==> src/rtl/udp_rx_parser.sv <==
// Receive-side Ethernet/IPv4/UDP header parser: strips headers, forwards payload words,
// and detects ARP requests addressed to this node.
module udp_rx_parser #(
    parameter int CNT_WIDTH      = 16,
    parameter bit CHECK_UDP_PORT = 1'b1,
    parameter bit ARP_ENABLE     = 1'b1
) (
    input  logic                 clk,
    input  logic                 rst_n,
    input  logic                 rx_tvalid,
    input  logic [63:0]          rx_tdata,
    input  logic                 rx_tlast,
    input  logic                 rx_tuser,
    output logic                 rx_tready,
    input  logic [47:0]          fpga_mac_adr,
    input  logic [31:0]          fpga_ip_adr,
    input  logic [15:0]          fpga_udp_port,
    output logic                 out_valid,
    output logic [63:0]          out_data,
    input  logic                 out_ready,
    output logic                 arp_trigger,
    output logic [47:0]          arp_sender_mac,
    output logic [31:0]          arp_sender_ip,
    output logic [CNT_WIDTH-1:0] rx_pkt_count,
    output logic [CNT_WIDTH-1:0] rx_drop_count,
    output logic [3:0]           sm_state
);

    typedef enum logic [3:0] {
        IDLE     = 4'd0,
        HDR1     = 4'd1,
        IP2      = 4'd2,
        IP3      = 4'd3,
        UDP0     = 4'd4,
        UDP1     = 4'd5,
        PAYLOAD  = 4'd6,
        ARP2     = 4'd7,
        ARP3     = 4'd8,
        ARP4     = 4'd9,
        ARP5     = 4'd10,
        ARP_WAIT = 4'd11,
        DROP     = 4'd12
    } state_e;

    state_e                state_q;
    logic                  out_valid_q;
    logic [63:0]           out_data_q;
    logic                  arp_trigger_q;
    logic [47:0]           arp_mac_q;
    logic [31:0]           arp_ip_q;
    logic [47:0]           sha_shadow_q;
    logic [31:0]           spa_shadow_q;
    logic [15:0]           ipda_hi_q;
    logic [15:0]           sha_hi_q;
    logic [15:0]           tpa_hi_q;
    logic                  arp_match_q;
    logic [CNT_WIDTH-1:0]  pkt_cnt_q, pkt_cnt_d;
    logic [CNT_WIDTH-1:0]  drop_cnt_q, drop_cnt_d;
    logic                  xfer;
    logic                  port_ok;

    assign rx_tready  = (state_q == PAYLOAD) ? (~out_valid_q | out_ready) : 1'b1;
    assign xfer       = rx_tvalid & rx_tready;
    assign port_ok    = !CHECK_UDP_PORT || (rx_tdata[31:16] == fpga_udp_port);
    assign pkt_cnt_d  = (&pkt_cnt_q)  ? pkt_cnt_q  : pkt_cnt_q  + 1'b1;
    assign drop_cnt_d = (&drop_cnt_q) ? drop_cnt_q : drop_cnt_q + 1'b1;

    always_ff @(posedge clk or negedge rst_n) begin
        if (!rst_n) begin
            state_q       <= IDLE;
            out_valid_q   <= 1'b0;
            out_data_q    <= '0;
            arp_trigger_q <= 1'b0;
            arp_mac_q     <= '0;
            arp_ip_q      <= '0;
            sha_shadow_q  <= '0;
            spa_shadow_q  <= '0;
            ipda_hi_q     <= '0;
            sha_hi_q      <= '0;
            tpa_hi_q      <= '0;
            arp_match_q   <= 1'b0;
            pkt_cnt_q     <= '0;
            drop_cnt_q    <= '0;
        end else begin
            arp_trigger_q <= 1'b0;
            if (state_q == PAYLOAD && xfer) begin
                out_valid_q <= 1'b1;
                out_data_q  <= rx_tdata;
            end else if (out_ready) begin
                out_valid_q <= 1'b0;
            end

            if (xfer) begin
                // A tlast in any header state is a truncated frame: count it and resync.
                if (rx_tlast && state_q != PAYLOAD && state_q != ARP_WAIT) begin
                    state_q    <= IDLE;
                    drop_cnt_q <= drop_cnt_d;
                end else begin
                    case (state_q)
                        IDLE: state_q <= (rx_tdata[63:16] == fpga_mac_adr ||
                                          rx_tdata[63:16] == 48'hFFFF_FFFF_FFFF) ? HDR1 : DROP;
                        HDR1: begin
                            if (rx_tdata[31:16] == 16'h0800 && rx_tdata[15:8] == 8'h45)
                                state_q <= IP2;
                            else if (rx_tdata[31:16] == 16'h0806 && ARP_ENABLE)
                                state_q <= ARP2;
                            else
                                state_q <= DROP;
                        end
                        IP2:  state_q <= (rx_tdata[7:0] == 8'h11) ? IP3 : DROP;
                        IP3: begin
                            ipda_hi_q <= rx_tdata[15:0];
                            state_q   <= UDP0;
                        end
                        UDP0: state_q <= ({ipda_hi_q, rx_tdata[63:48]} == fpga_ip_adr && port_ok)
                                         ? UDP1 : DROP;
                        UDP1: state_q <= PAYLOAD;
                        PAYLOAD: begin
                            if (rx_tlast) begin
                                state_q <= IDLE;
                                if (rx_tuser) drop_cnt_q <= drop_cnt_d;
                                else          pkt_cnt_q  <= pkt_cnt_d;
                            end
                        end
                        ARP2: begin
                            sha_hi_q <= rx_tdata[15:0];
                            state_q  <= (rx_tdata[31:16] == 16'h0001) ? ARP3 : DROP;
                        end
                        ARP3: begin
                            sha_shadow_q <= {sha_hi_q, rx_tdata[63:32]};
                            spa_shadow_q <= rx_tdata[31:0];
                            state_q      <= ARP4;
                        end
                        ARP4: begin
                            tpa_hi_q <= rx_tdata[15:0];
                            state_q  <= ARP5;
                        end
                        ARP5: begin
                            arp_match_q <= ({tpa_hi_q, rx_tdata[63:48]} == fpga_ip_adr);
                            state_q     <= ARP_WAIT;
                        end
                        ARP_WAIT: begin
                            if (rx_tlast) begin
                                state_q     <= IDLE;
                                arp_match_q <= 1'b0;
                                if (arp_match_q && !rx_tuser) begin
                                    arp_mac_q     <= sha_shadow_q;
                                    arp_ip_q      <= spa_shadow_q;
                                    arp_trigger_q <= 1'b1;
                                end else begin
                                    drop_cnt_q <= drop_cnt_d;
                                end
                            end
                        end
                        DROP: begin
                            if (rx_tlast) begin
                                state_q    <= IDLE;
                                drop_cnt_q <= drop_cnt_d;
                            end
                        end
                        default: state_q <= IDLE;
                    endcase
                end
            end
        end
    end

    assign out_valid      = out_valid_q;
    assign out_data       = out_data_q;
    assign arp_trigger    = arp_trigger_q;
    assign arp_sender_mac = arp_mac_q;
    assign arp_sender_ip  = arp_ip_q;
    assign rx_pkt_count   = pkt_cnt_q;
    assign rx_drop_count  = drop_cnt_q;
    assign sm_state       = state_q;

endmodule

==> config.mk <==
export PLATFORM = sky130hd
export DESIGN_NAME = udp_rx_parser
export DESIGN_NICKNAME = d
export VERILOG_FILES = /design/src/rtl/udp_rx_parser.sv
export SDC_FILE = /design/constraint.sdc
export NUM_CORES = 1
export LEC_CHECK = 0
export ABC_AREA = 1
export CAP_MARGIN = 20
export CORE_UTILIZATION = 50
export DETAILED_ROUTE_END_ITERATION = 12
export GPL_TIMING_DRIVEN = 0
export PLACE_DENSITY = 0.91
export RECOVER_POWER = 100
export SYNTH_ARGS = -nofsm -noshare
export SYNTH_HDL_FRONTEND = slang
export SYNTH_SLANG_ARGS = --single-unit
==> constraint.sdc <==
create_clock -name clk -period 5.1 [get_ports clk]
set_input_delay 0.765 -clock clk [delete_from_list [all_inputs] [get_ports clk]]
set_output_delay 0.765 -clock clk [all_outputs]
set_load 0.02 [all_outputs]
==> summary.txt, run 1 <==
Clock network
  – Post_cts resized: 0
  – Clk_lat worst skew: about 0.52 ns
  – CTS Root Cell: clkbuf_16
  – TritonCTS Buffers: 34
  – CTS tree: done
  – Postcts setup bufs: 0
  – Reg clk slew, reported paths: approximately 0.060 ns
  – Cts hold-fix bufs: 0
  – Clock Sinks: 311
  – H-tree depth: 2
  – Clock Path Buffers: 3

Place
  – DP HPWL: ~34 mm
  – Placer Congestion: ~0.99
  – Post-DP Area: about 18000 µm²
  – Port Buffers: between 300 and 400

Run
  – Max Cap Viol: 1

STA
  – Count of final setup violators: 0
  – Worst Max-Slew Pin Slew: roughly 2.6 ns
  – Final Hold Violating Endpoints: 0
  – Final period util: 0.685
  – Min Tclk post-route: approximately 3.5 ns
  – Fin Setup TNS: 0 ns
  – Worst Clk Skew: a little under 0.03 ns
  – FMAX: 286 MHz
  – RSZ-0062 raised after global routing: false
  – Rel. slew slack: -0.704
  – Final hold slack: between 0.2 and 0.3 ns
  – Fin. max-slew vios: roughly 110

Run status
  – Failing checks: max-capacitance violations, max-slew violations
  – Status: finished, violations left

Logic synthesis
  – Syn nets: 1847
  – Sequential share of the synthesized area: 0.555
  – Syn Area/Cell: ~8.4 µm²
  – Cell area after synthesis: between 10000 and 15000 µm²
  – Post-Syn Instances: approximately 1700
  – Synthesized flop and latch total: about 310
  – Distinct cells, synth: 34
  – Total number of yosys warnings: 0

Critical path
  – Worst path max stage delay: about 0.52 ns
  – Max FO, Critical Path: 10
  – Startpoint Class: flip-flop
  – CP Cell Sequence: inv_1 > nand2_1 > nor2_1 > nand3_2 > nand2_1 > inv_1 > nand2_1 > inv_1 > nand3_1 > clkbuf_1 > clkbuf_1 > nand2_1 > o21ai_0
  – Buf/Inv on CP: 5
  – Critical Path AT: 3.90 ns
  – Critical path class: reg -> reg
  – Crit path max-delay family: simple AND/OR/NAND/NOR gates
  – Crit. End Element: flip-flop
  – Slowest CP cell: clkbuf_1
  – Worst Path Required: between 5 and 6 ns
  – Worst path most repeated cell: nand2_1

GRT
  – Vias in the first global route: roughly 13000
  – First-pass GRT wire length: 68.6 mm
  – Grt total ovfl: 0
  – Largest net degree at the start of global routing: 120
  – GRT Util Overall: 0.312
  – Initial antenna violation count: 0

Power
  – Logic gate share of total power: 0.233
  – Sw power: 2.36 mW
  – Static Leak: around 9.9 nW
  – Clock power share: 0.330
  – Sw frac: 0.309
  – Max VDD drop: about 200 µV
  – Pwr dens: 400 nW/µm²
  – Internal power: about 5.3 mW
  – Register share of total power: 0.438

Route
  – DRT Pass-1 Iters: 6
  – Routed WL per cell: roughly 18 µm
  – Final wirelength: 44.2 mm
  – Routed length on met2: approximately 22 mm
  – DRC: 0
  – Max Used Layer: met4
  – Vias: between 10000 and 15000
  – Vias per std cell: 5.27
  – DRT antenna net count: 0
  – Met3 wire len: around 2.8 mm
  – Initial drt markers: 998
  – Metal-1 WL: approximately 18 mm

Cells and area
  – Most frequent cells in the layout: nand2_1 (627), dfrtp_1 (311), o21ai_0 (198)
  – Fillcell total: between 2000 and 2500
  – Fin area: 19100 µm²
  – Commonest non-fill, non-tap cell in the layout: nand2_1
  – Multi-input logic area: around 5300 µm²
  – Share of layout cells above drive strength 1: 0.0350
  – Layout Nets: ~2200
  – Synthesis-to-finish area growth: 35.9%
  – Storage cell area: roughly 7800 µm²
  – Antenna Cells: 0

Worst hold path
  – Worst Hold Class: in -> async

Die
  – CORE AREA: between 20000 and 30000 µm²
  – Rows: 60
  – Die height: around 170 µm
  – Die W: approximately 170 µm
  – Ports: about 350
  – Starting Density: 0.515
  – Die Footprint: between 20000 and 30000 µm²
[final timing paths]
kind	slack (ns)	cells past startpoint	to	startpoint
worst max-delay path	1.61	13	sha_shadow_q[4]	sm_state[3]
worst min-delay path	0.25	1	arp_sender_mac[25]	rst_n
worst max register to register	1.61	13	sha_shadow_q[4]	sm_state[3]
worst min register to register	0.46	2	arp_sender_mac[24]	arp_sender_mac[24]
max in group asynchronous	1.92	2	tpa_hi_q[8]	rst_n
min in group clk	0.46	2	arp_sender_mac[24]	arp_sender_mac[24]
[power groups by stage]
| stage | registers, mW | clock network (mW) | logic, mW |
|---|---|---|---|
| floorplan | 3.54 | 0 | 0.726 |
| global placement | 3.35 | 0 | 1.78 |
| detailed placement | 3.36 | 0 | 1.85 |
| CTS | 3.33 | 2.53 | 1.87 |
| global route | 3.39 | 2.63 | 1.94 |
| finish | 3.34 | 2.52 | 1.77 |
[worst reg2reg max path: stages (launching register included)]
cell	delay, ns
dfrtp_1	0.42
inv_1	0.20
nand2_1	0.15
nor2_1	0.35
nand3_2	0.13
nand2_1	0.21
inv_1	0.09
nand2_1	0.12
inv_1	0.10
nand3_1	0.28
clkbuf_1	0.52
clkbuf_1	0.49
nand2_1	0.19
o21ai_0	0.16
[sequential cells by signal (all words and copies together) (netlist names)]
register	count
arp_trigger	1
arp_match_q	1
out_valid	1
out_data	64
sha_shadow_q	48
spa_shadow_q	32
arp_sender_ip	32
sha_hi_q	16
ipda_hi_q	16
sm_state	4
rx_drop_count	16
rx_pkt_count	16
arp_sender_mac	48
tpa_hi_q	16
[metal layers]
| metal | vias up | track usage |
|---|---|---|
| li1 | 6001 | - |
| met1 | 6289 | 0.409 |
| met2 | 550 | 0.535 |
| met3 | 107 | 0.0392 |
| met4 | 0 | 0.109 |
| met5 | - | 0 |
[kinds of logic after synthesis]
family,share of synthesized area
AOI/OAI and AO/OA,0.0804
xor gates and xnor gates,0.0655
adders and majority gates,0.00178
buffers and inverters,0.0646
DFF,0.555
muxes,0.000803
and+or+nand+nor,0.232
[per-stage QoR]
step           utilization  instances  worst slack [ns]  power [mW]
3_3_place_gp         0.659       2398             -9.45        5.12
2_1_floorplan            -       1679              3.08        4.26
3_5_place_dp         0.662       2400              2.21        5.22
4_1_cts              0.704       2459              2.24        7.74
6_report             0.700       2459              1.61        7.63
5_1_grt              0.700       2459              1.33        7.96
[area by class of cell]
class / count / share of cell area
buffer: 59 / 0.0132
clock buffer: 51 / 0.0533
clock inverter: 8 / 0.00748
inverter: 161 / 0.0317
multi-input combinational: 1148 / 0.278
sequential: 311 / 0.408
tap: 372 / 0.0244
timing repair buffer: 349 / 0.184
[cells in the mapped netlist]
cell	n	area, µm²
buf_4	7	52.6
mux2_2	1	11.3
xor2_1	32	280
ha_1	2	25.0
o21a_1	1	7.51
buf_6	1	11.3
or2_2	2	12.5
nand3_4	1	17.5
dfrtp_1	311	7780
xnor2_1	73	639
nor4_1	4	25.0
clkinv_1	1	3.75
inv_1	157	589
nand4_2	1	12.5
nand3_2	1	10.0
nand3b_1	2	15.0
nand4_1	17	106
nor2_4	2	22.5
nor3b_1	2	15.0
a21oi_1	21	105
nor3_1	19	95.1
inv_2	3	11.3
o22ai_1	1	6.26
nor2_1	107	402
nand2_1	623	2340
o21ai_0	192	961
nor3_2	1	10.0
buf_2	36	180
clkbuf_1	14	52.6
o311ai_0	1	8.76
o21ai_1	8	40.0
clkbuf_2	1	5.00
nand2_2	4	25.0
nand3_1	30	150
Note: power is estimated with default switching activity, not from simulation.
==> inputs of run 2 (changes only) <==
==> constraint.sdc (replaced) <==
create_clock -name clk -period 3.5 [get_ports clk]
set_input_delay 0.525 -clock clk [delete_from_list [all_inputs] [get_ports clk]]
set_output_delay 0.525 -clock clk [all_outputs]
set_load 0.02 [all_outputs]
==> run 2 against run 1 <==
Net effect: the flow still finishes with violations (max-capacitance violations, max-slew violations); core utilization is 0.19 points higher; via count is 0.10% higher; fmax is 18% higher; cell area is 0.28% higher; sequential cell count stayed put; non-clock buffer count stayed put; sequential power is 46% higher; power is 46% higher; critical path type unchanged.
==> summary.txt, run 2 (same netlist as run 1, synthesis figures left out) <==
Run status
  – Status: finished, violations left
  – Failing checks: max-capacitance violations, max-slew violations

Clock network
  – TritonCTS Buffers: 34 (unchanged)
  – Post_cts resized: 0 (unchanged)
  – CTS tree: done
  – Reg clk slew, reported paths: 0.06 ns (about the same)
  – Clock Sinks: 311 (unchanged)
  – Cts hold-fix bufs: 0 (unchanged)
  – Postcts setup bufs: 0 (unchanged)
  – H-tree depth: 2 (unchanged)
  – CTS Root Cell: clkbuf_16
  – Clock Path Buffers: 3 (unchanged)
  – Clk_lat worst skew: 0.51 ns (about the same)

Place
  – Placer Congestion: 0.987 (unchanged)
  – Port Buffers: 347 (unchanged)
  – DP HPWL: 33.6 mm (unchanged)

Power
  – Power Total: 11.1 mW (+46%)
  – Static Leak: 9.90 nW (+0.28%)
  – Max VDD drop: 297 µV (+45%)
  – Pwr dens: 582 nW/µm² (+45%)

GRT
  – First-pass GRT wire length: 68.6 mm (unchanged)
  – GRT Util Overall: 0.312 (unchanged)
  – Initial antenna violation count: 0 (unchanged)
  – Largest net degree at the start of global routing: 120 (unchanged)
  – Grt total ovfl: 0 (unchanged)
  – Vias in the first global route: 12700 (unchanged)

Cells and area
  – Commonest non-fill, non-tap cell in the layout: nand2_1
  – Share of layout cells above drive strength 1: 0.0417 (+0.00671)
  – Antenna Cells: 0 (unchanged)
  – Most frequent cells in the layout: nand2_1 (627), dfrtp_1 (311), o21ai_0 (198)
  – Layout Nets: 2232 (unchanged)
  – Final core occ: 0.702 (+0.00193)
  – Synthesis-to-finish area growth: 36.3%
  – Max FFs per register: 64 (unchanged)

Route
  – Final wirelength: 44.2 mm (+0.11%)
  – DRC: 0 (unchanged)
  – Initial drt markers: 961 (-3.7%)
  – Vias per std cell: 5.27 (+0.10%)
  – Routed WL per cell: 18.0 µm (+0.11%)
  – DRT antenna net count: 0 (unchanged)
  – Vias: 13000 (+0.10%)
  – DRT Pass-1 Iters: 5 (-1)

Die
  – Die Footprint: 28700 µm² (unchanged)
  – CORE AREA: 27300 µm² (unchanged)
  – Ports: 349 (unchanged)
  – Starting Density: 0.515 (unchanged)
  – Rows: 60 (unchanged)
  – Die W: 170 µm (unchanged)
  – Die height: 170 µm (unchanged)

Critical path
  – Crit. End Element: flip-flop
  – Critical Path AT: 3.37 ns (-0.53 ns)
  – Reg-to-reg startpoint: sm_state[3]
  – Startpoint Class: flip-flop
  – Max FO, Critical Path: 10 (unchanged)
  – Setup slack, reg-to-reg: 0.54 ns (-1.06 ns)
  – Worst Path Required: 3.91 ns (-1.60 ns)
  – Worst setup path startpoint: sm_state[3]
  – Critical path class: reg -> reg

STA
  – Fin Setup TNS: 0 ns (unchanged)
  – RSZ-0062 raised after global routing: false
  – FMAX: 338 MHz (+18%)
  – Worst Clk Skew: 0.0264 ns (-0.00318 ns)
  – Count of final setup violators: 0 (unchanged)
  – Fin. max-slew vios: 88 (-17%)
  – Final Hold Violating Endpoints: 0 (unchanged)
  – Worst Max-Slew Pin Slew: 2.25 ns (-0.309 ns)
  – Min Tclk post-route: 2.96 ns (-0.536 ns)
  – Rel. slew slack: -0.498 (+0.206)
  – Final period util: 0.845 (+0.160)

Run
  – Max Cap Viol: 1 (unchanged)

Worst hold path
  – Worst Hold Class: in -> reg
  – Hold Crit Start: rx_tdata[27]
[run 2: report_power, final]
part | internal (mW) | switching [mW] | total (mW) | leakage [nW]
sequential | 4.38 | 0.490 | 4.87 | 4.16
clock | 2.24 | 1.43 | 3.66 | 0.559
combinational | 1.08 | 1.52 | 2.60 | 5.18
total | 7.69 | 3.44 | 11.1 | 9.90
[run 2: path summary, 6_finish.rpt]
| check | end | cells after the start |
|---|---|---|
| min reg2reg | arp_sender_mac[24] | 2 |
| max reg2reg | sha_shadow_q[4] | 13 |
| min | spa_shadow_q[27] | 3 |
| min in group asynchronous | out_data[56] | 1 |
| max | sha_shadow_q[4] | 13 |
| max in group asynchronous | out_data[9] | 2 |
[run 2: worst max-delay path, cell delays in order, from the launching register on]
cell and delay (ns):
dfrtp_1 0.42, inv_1 0.19, nand2_1 0.15, nor2_1 0.35, nand3_2 0.13, nand2_1 0.21
inv_1 0.08, nand2_1 0.12, inv_1 0.12, nand3_4 0.13, buf_6 0.18, clkbuf_1 0.44
nand2_1 0.19, o21ai_0 0.16
[run 2: routing by layer]
layer | wire length [µm] | track usage
met1 | 18100 | 0.409
met5 | 0 | 0
met4 | 1520 | 0.109
met3 | 2680 | 0.0392
met2 | 21900 | 0.535
[run 2: through the flow]
stage	hold WS, ns	instance area [µm²]	instances	setup WS (ns)
6_report	0.456	19100	2459	0.543
5_1_grt	0.481	19100	2459	0.414
4_1_cts	0.0422	19200	2459	0.882
3_5_place_dp	0.457	18000	2400	0.853
3_3_place_gp	0.455	18000	2398	-10.81
2_1_floorplan	0.229	14000	1679	1.48
[run 2: layout make-up]
cell class                      count  area (µm²)
Clock inverter                      8         143
Timing Repair Buffer              349        3520
Sequential cell                   311        7780
Multi-Input combinational cell   1148        5310
Tap cell                          372         465
Buffer                             59         279
Clock buffer                       51        1020
Inverter                          161         604
Fill cell                        2086        8130
==> inputs of run 3 (changes only) <==
--- a/config.mk
+++ b/config.mk
@@ -7,10 +7,10 @@
 export LEC_CHECK = 0
 export ABC_AREA = 1
 export CAP_MARGIN = 20
-export CORE_UTILIZATION = 50
+export CORE_UTILIZATION = 45
 export DETAILED_ROUTE_END_ITERATION = 12
 export GPL_TIMING_DRIVEN = 0
-export PLACE_DENSITY = 0.91
+export PLACE_DENSITY = 0.87
 export RECOVER_POWER = 100
 export SYNTH_ARGS = -nofsm -noshare
 export SYNTH_HDL_FRONTEND = slang
==> constraint.sdc (replaced) <==
create_clock -name clk -period 2.4 [get_ports clk]
set_input_delay 0.36 -clock clk [delete_from_list [all_inputs] [get_ports clk]]
set_output_delay 0.36 -clock clk [all_outputs]
set_load 0.02 [all_outputs]
==> run 3 against run 2 <==
Net effect: the flow still finishes with violations (max-capacitance violations, max-slew violations); cell area rose by 0.37%; largest cell class unchanged; routed wire length increased by 2.9%; register-to-register slack got worse by 0.42 ns; sequential power is 45% higher.
==> summary.txt, run 3 (same netlist as run 1, synthesis figures left out) <==
Run status
  – Status: finished, violations left
  – Failing checks: max-capacitance violations, max-slew violations

Route
  – DRC: 0 (unchanged)
  – Vias per std cell: 5.17 (-2.0%)
  – Initial drt markers: 879 (-8.5%)
  – Routed WL per cell: 18.3 µm (+1.8%)
  – DRT antenna net count: 0 (unchanged)
  – Final wirelength: 45.5 mm (+2.9%)
  – DRT Pass-1 Iters: 5 (unchanged)
  – Vias: 12800 (-0.90%)

Critical path
  – Worst Path Required: 2.78 ns (-1.13 ns)
  – Critical Path AT: 2.67 ns (-0.70 ns)
  – Critical path class: reg -> reg
  – Crit. End Element: flip-flop
  – Max FO, Critical Path: 9 (-1)
  – Setup slack, reg-to-reg: 0.12 ns (-0.42 ns)
  – Startpoint Class: flip-flop

Place
  – Port Buffers: 347 (unchanged)
  – Placer Congestion: 0.972 (-1.5%)
  – Pre-CTS setup slack: -0.135 ns (-0.988 ns)
  – DP HPWL: 34.8 mm (+3.8%)

STA
  – Count of final setup violators: 0 (unchanged)
  – RSZ-0062 raised after global routing: true
  – Rel. slew slack: -0.00602 (+0.492)
  – Fin Setup TNS: 0 ns (unchanged)
  – Worst Clk Skew: 0.0140 ns (-0.0124 ns)
  – Final period util: 0.950 (+0.106)
  – Final Hold Violating Endpoints: 0 (unchanged)
  – Setup slack after layout: 0.119 ns (-0.424 ns)
  – Worst Max-Slew Pin Slew: 1.51 ns (-0.739 ns)
  – Fin. max-slew vios: 57 (-35%)
  – Min Tclk post-route: 2.28 ns (-0.676 ns)
  – FMAX: 438 MHz (+30%)

Power
  – Static Leak: 9.92 nW (+0.26%)
  – Pwr dens: 846 nW/µm² (+45%)
  – Max VDD drop: 512 µV (+72%)

Clock network
  – H-tree depth: 2 (unchanged)
  – TritonCTS Buffers: 34 (unchanged)
  – Clk_lat worst skew: 0.51 ns (about the same)
  – Postcts setup bufs: 0 (unchanged)
  – CTS tree: done
  – CTS Root Cell: clkbuf_16
  – Clock Sinks: 311 (unchanged)
  – Reg clk slew, reported paths: 0.06 ns (about the same)
  – Clock Path Buffers: 3 (unchanged)

Cells and area
  – Share of layout cells above drive strength 1: 0.0574 (+0.0157)
  – Commonest non-fill, non-tap cell in the layout: nand2_1
  – Storage cell area: 7780 µm² (unchanged)
  – Multi-input logic area: 5350 µm² (+0.64%)
  – Antenna Cells: 0 (unchanged)
  – Most frequent cells in the layout: nand2_1 (623), dfrtp_1 (311), o21ai_0 (192)
  – Fillcell total: 2556 (+23%)
  – Layout Nets: 2233 (+0.045%)
  – Max FFs per register: 64 (unchanged)
  – Synthesis-to-finish area growth: 36.8%

GRT
  – First-pass GRT wire length: 69.3 mm (+1.0%)
  – Initial antenna violation count: 0 (unchanged)
  – Largest net degree at the start of global routing: 132 (+10%)
  – GRT Util Overall: 0.289 (-0.0232)
  – Vias in the first global route: 12600 (-1.0%)
  – Grt total ovfl: 0 (unchanged)

Die
  – Die W: 179 µm (+5.3%)
  – Ports: 349 (unchanged)
  – CORE AREA: 30700 µm² (+13%)
  – Starting Density: 0.457 (-0.0574)
  – Rows: 64 (+6.7%)
  – Die height: 179 µm (+5.3%)
  – Die Footprint: 31900 µm² (+11%)

Run
  – Max Cap Viol: 1 (unchanged)

Worst hold path
  – Worst Hold Class: in -> reg
-- run 3: final timing paths --
path / cells past startpoint / startpoint / to
max: 10 / sm_state[0] / rx_drop_count[11]
min: 3 / rx_tdata[27] / spa_shadow_q[27]
max reg2reg: 10 / sm_state[0] / rx_drop_count[11]
min reg2reg: 2 / arp_sender_mac[2] / arp_sender_mac[2]
max in group asynchronous: 3 / rst_n / ipda_hi_q[11]
min in group asynchronous: 2 / rst_n / out_data[53]
-- run 3: where the power goes --
group / switching, mW / internal [mW]
registers: 0.697 / 6.38
logic: 2.23 / 1.59
clock network: 2.14 / 3.19
total: 5.08 / 11.2
-- run 3: critical path, cell delays in order, from the launching register on --
cell,delay (ns)
dfrtp_1,0.45
inv_1,0.13
nand2_1,0.17
nor2_4,0.07
nand3_2,0.07
nand2_2,0.11
nor3_2,0.35
nand2_2,0.22
nor2_1,0.31
nand2_1,0.13
xnor2_1,0.15
-- run 3: stage by stage --
| step | hold WS, ns | cells | utilization | power (mW) | area, µm² |
|---|---|---|---|---|---|
| final | 0.324 | 2486 | 0.626 | 16.2 | 19200 |
| after global routing | 0.351 | 2486 | 0.626 | 17.0 | 19200 |
| after CTS | 0.320 | 2486 | 0.626 | 16.5 | 19200 |
| after detailed placement | 0.313 | 2424 | 0.589 | 11.1 | 18100 |
| after global placement | 0.455 | 2422 | 0.587 | 10.9 | 18000 |
| after floorplan | 0.0644 | 1679 | - | 9.06 | 14000 |
-- run 3: layout make-up --
type | count | share of cell area
buffer | 59 | 0.0158
inverter | 161 | 0.0315
tap | 396 | 0.0258
multi-input combinational | 1148 | 0.278
clock inverter | 15 | 0.0103
timing repair buffer | 350 | 0.184
sequential | 311 | 0.405
clock buffer | 46 | 0.0488
-- run 3: metal layers --
layer	track usage	up-vias	wire, µm
li1	-	6002	-
met1	0.375	6201	18500
met2	0.470	526	22000
met3	0.0522	114	3110
met4	0.130	0	1900
met5	0	-	0
-- run 3: what timing repair did --
item	in CTS	in global routing
setup endpoints to repair	3	14
hold buffers	1	0
endpoints found under the hold margin	57	0
gates resized for setup	2	4
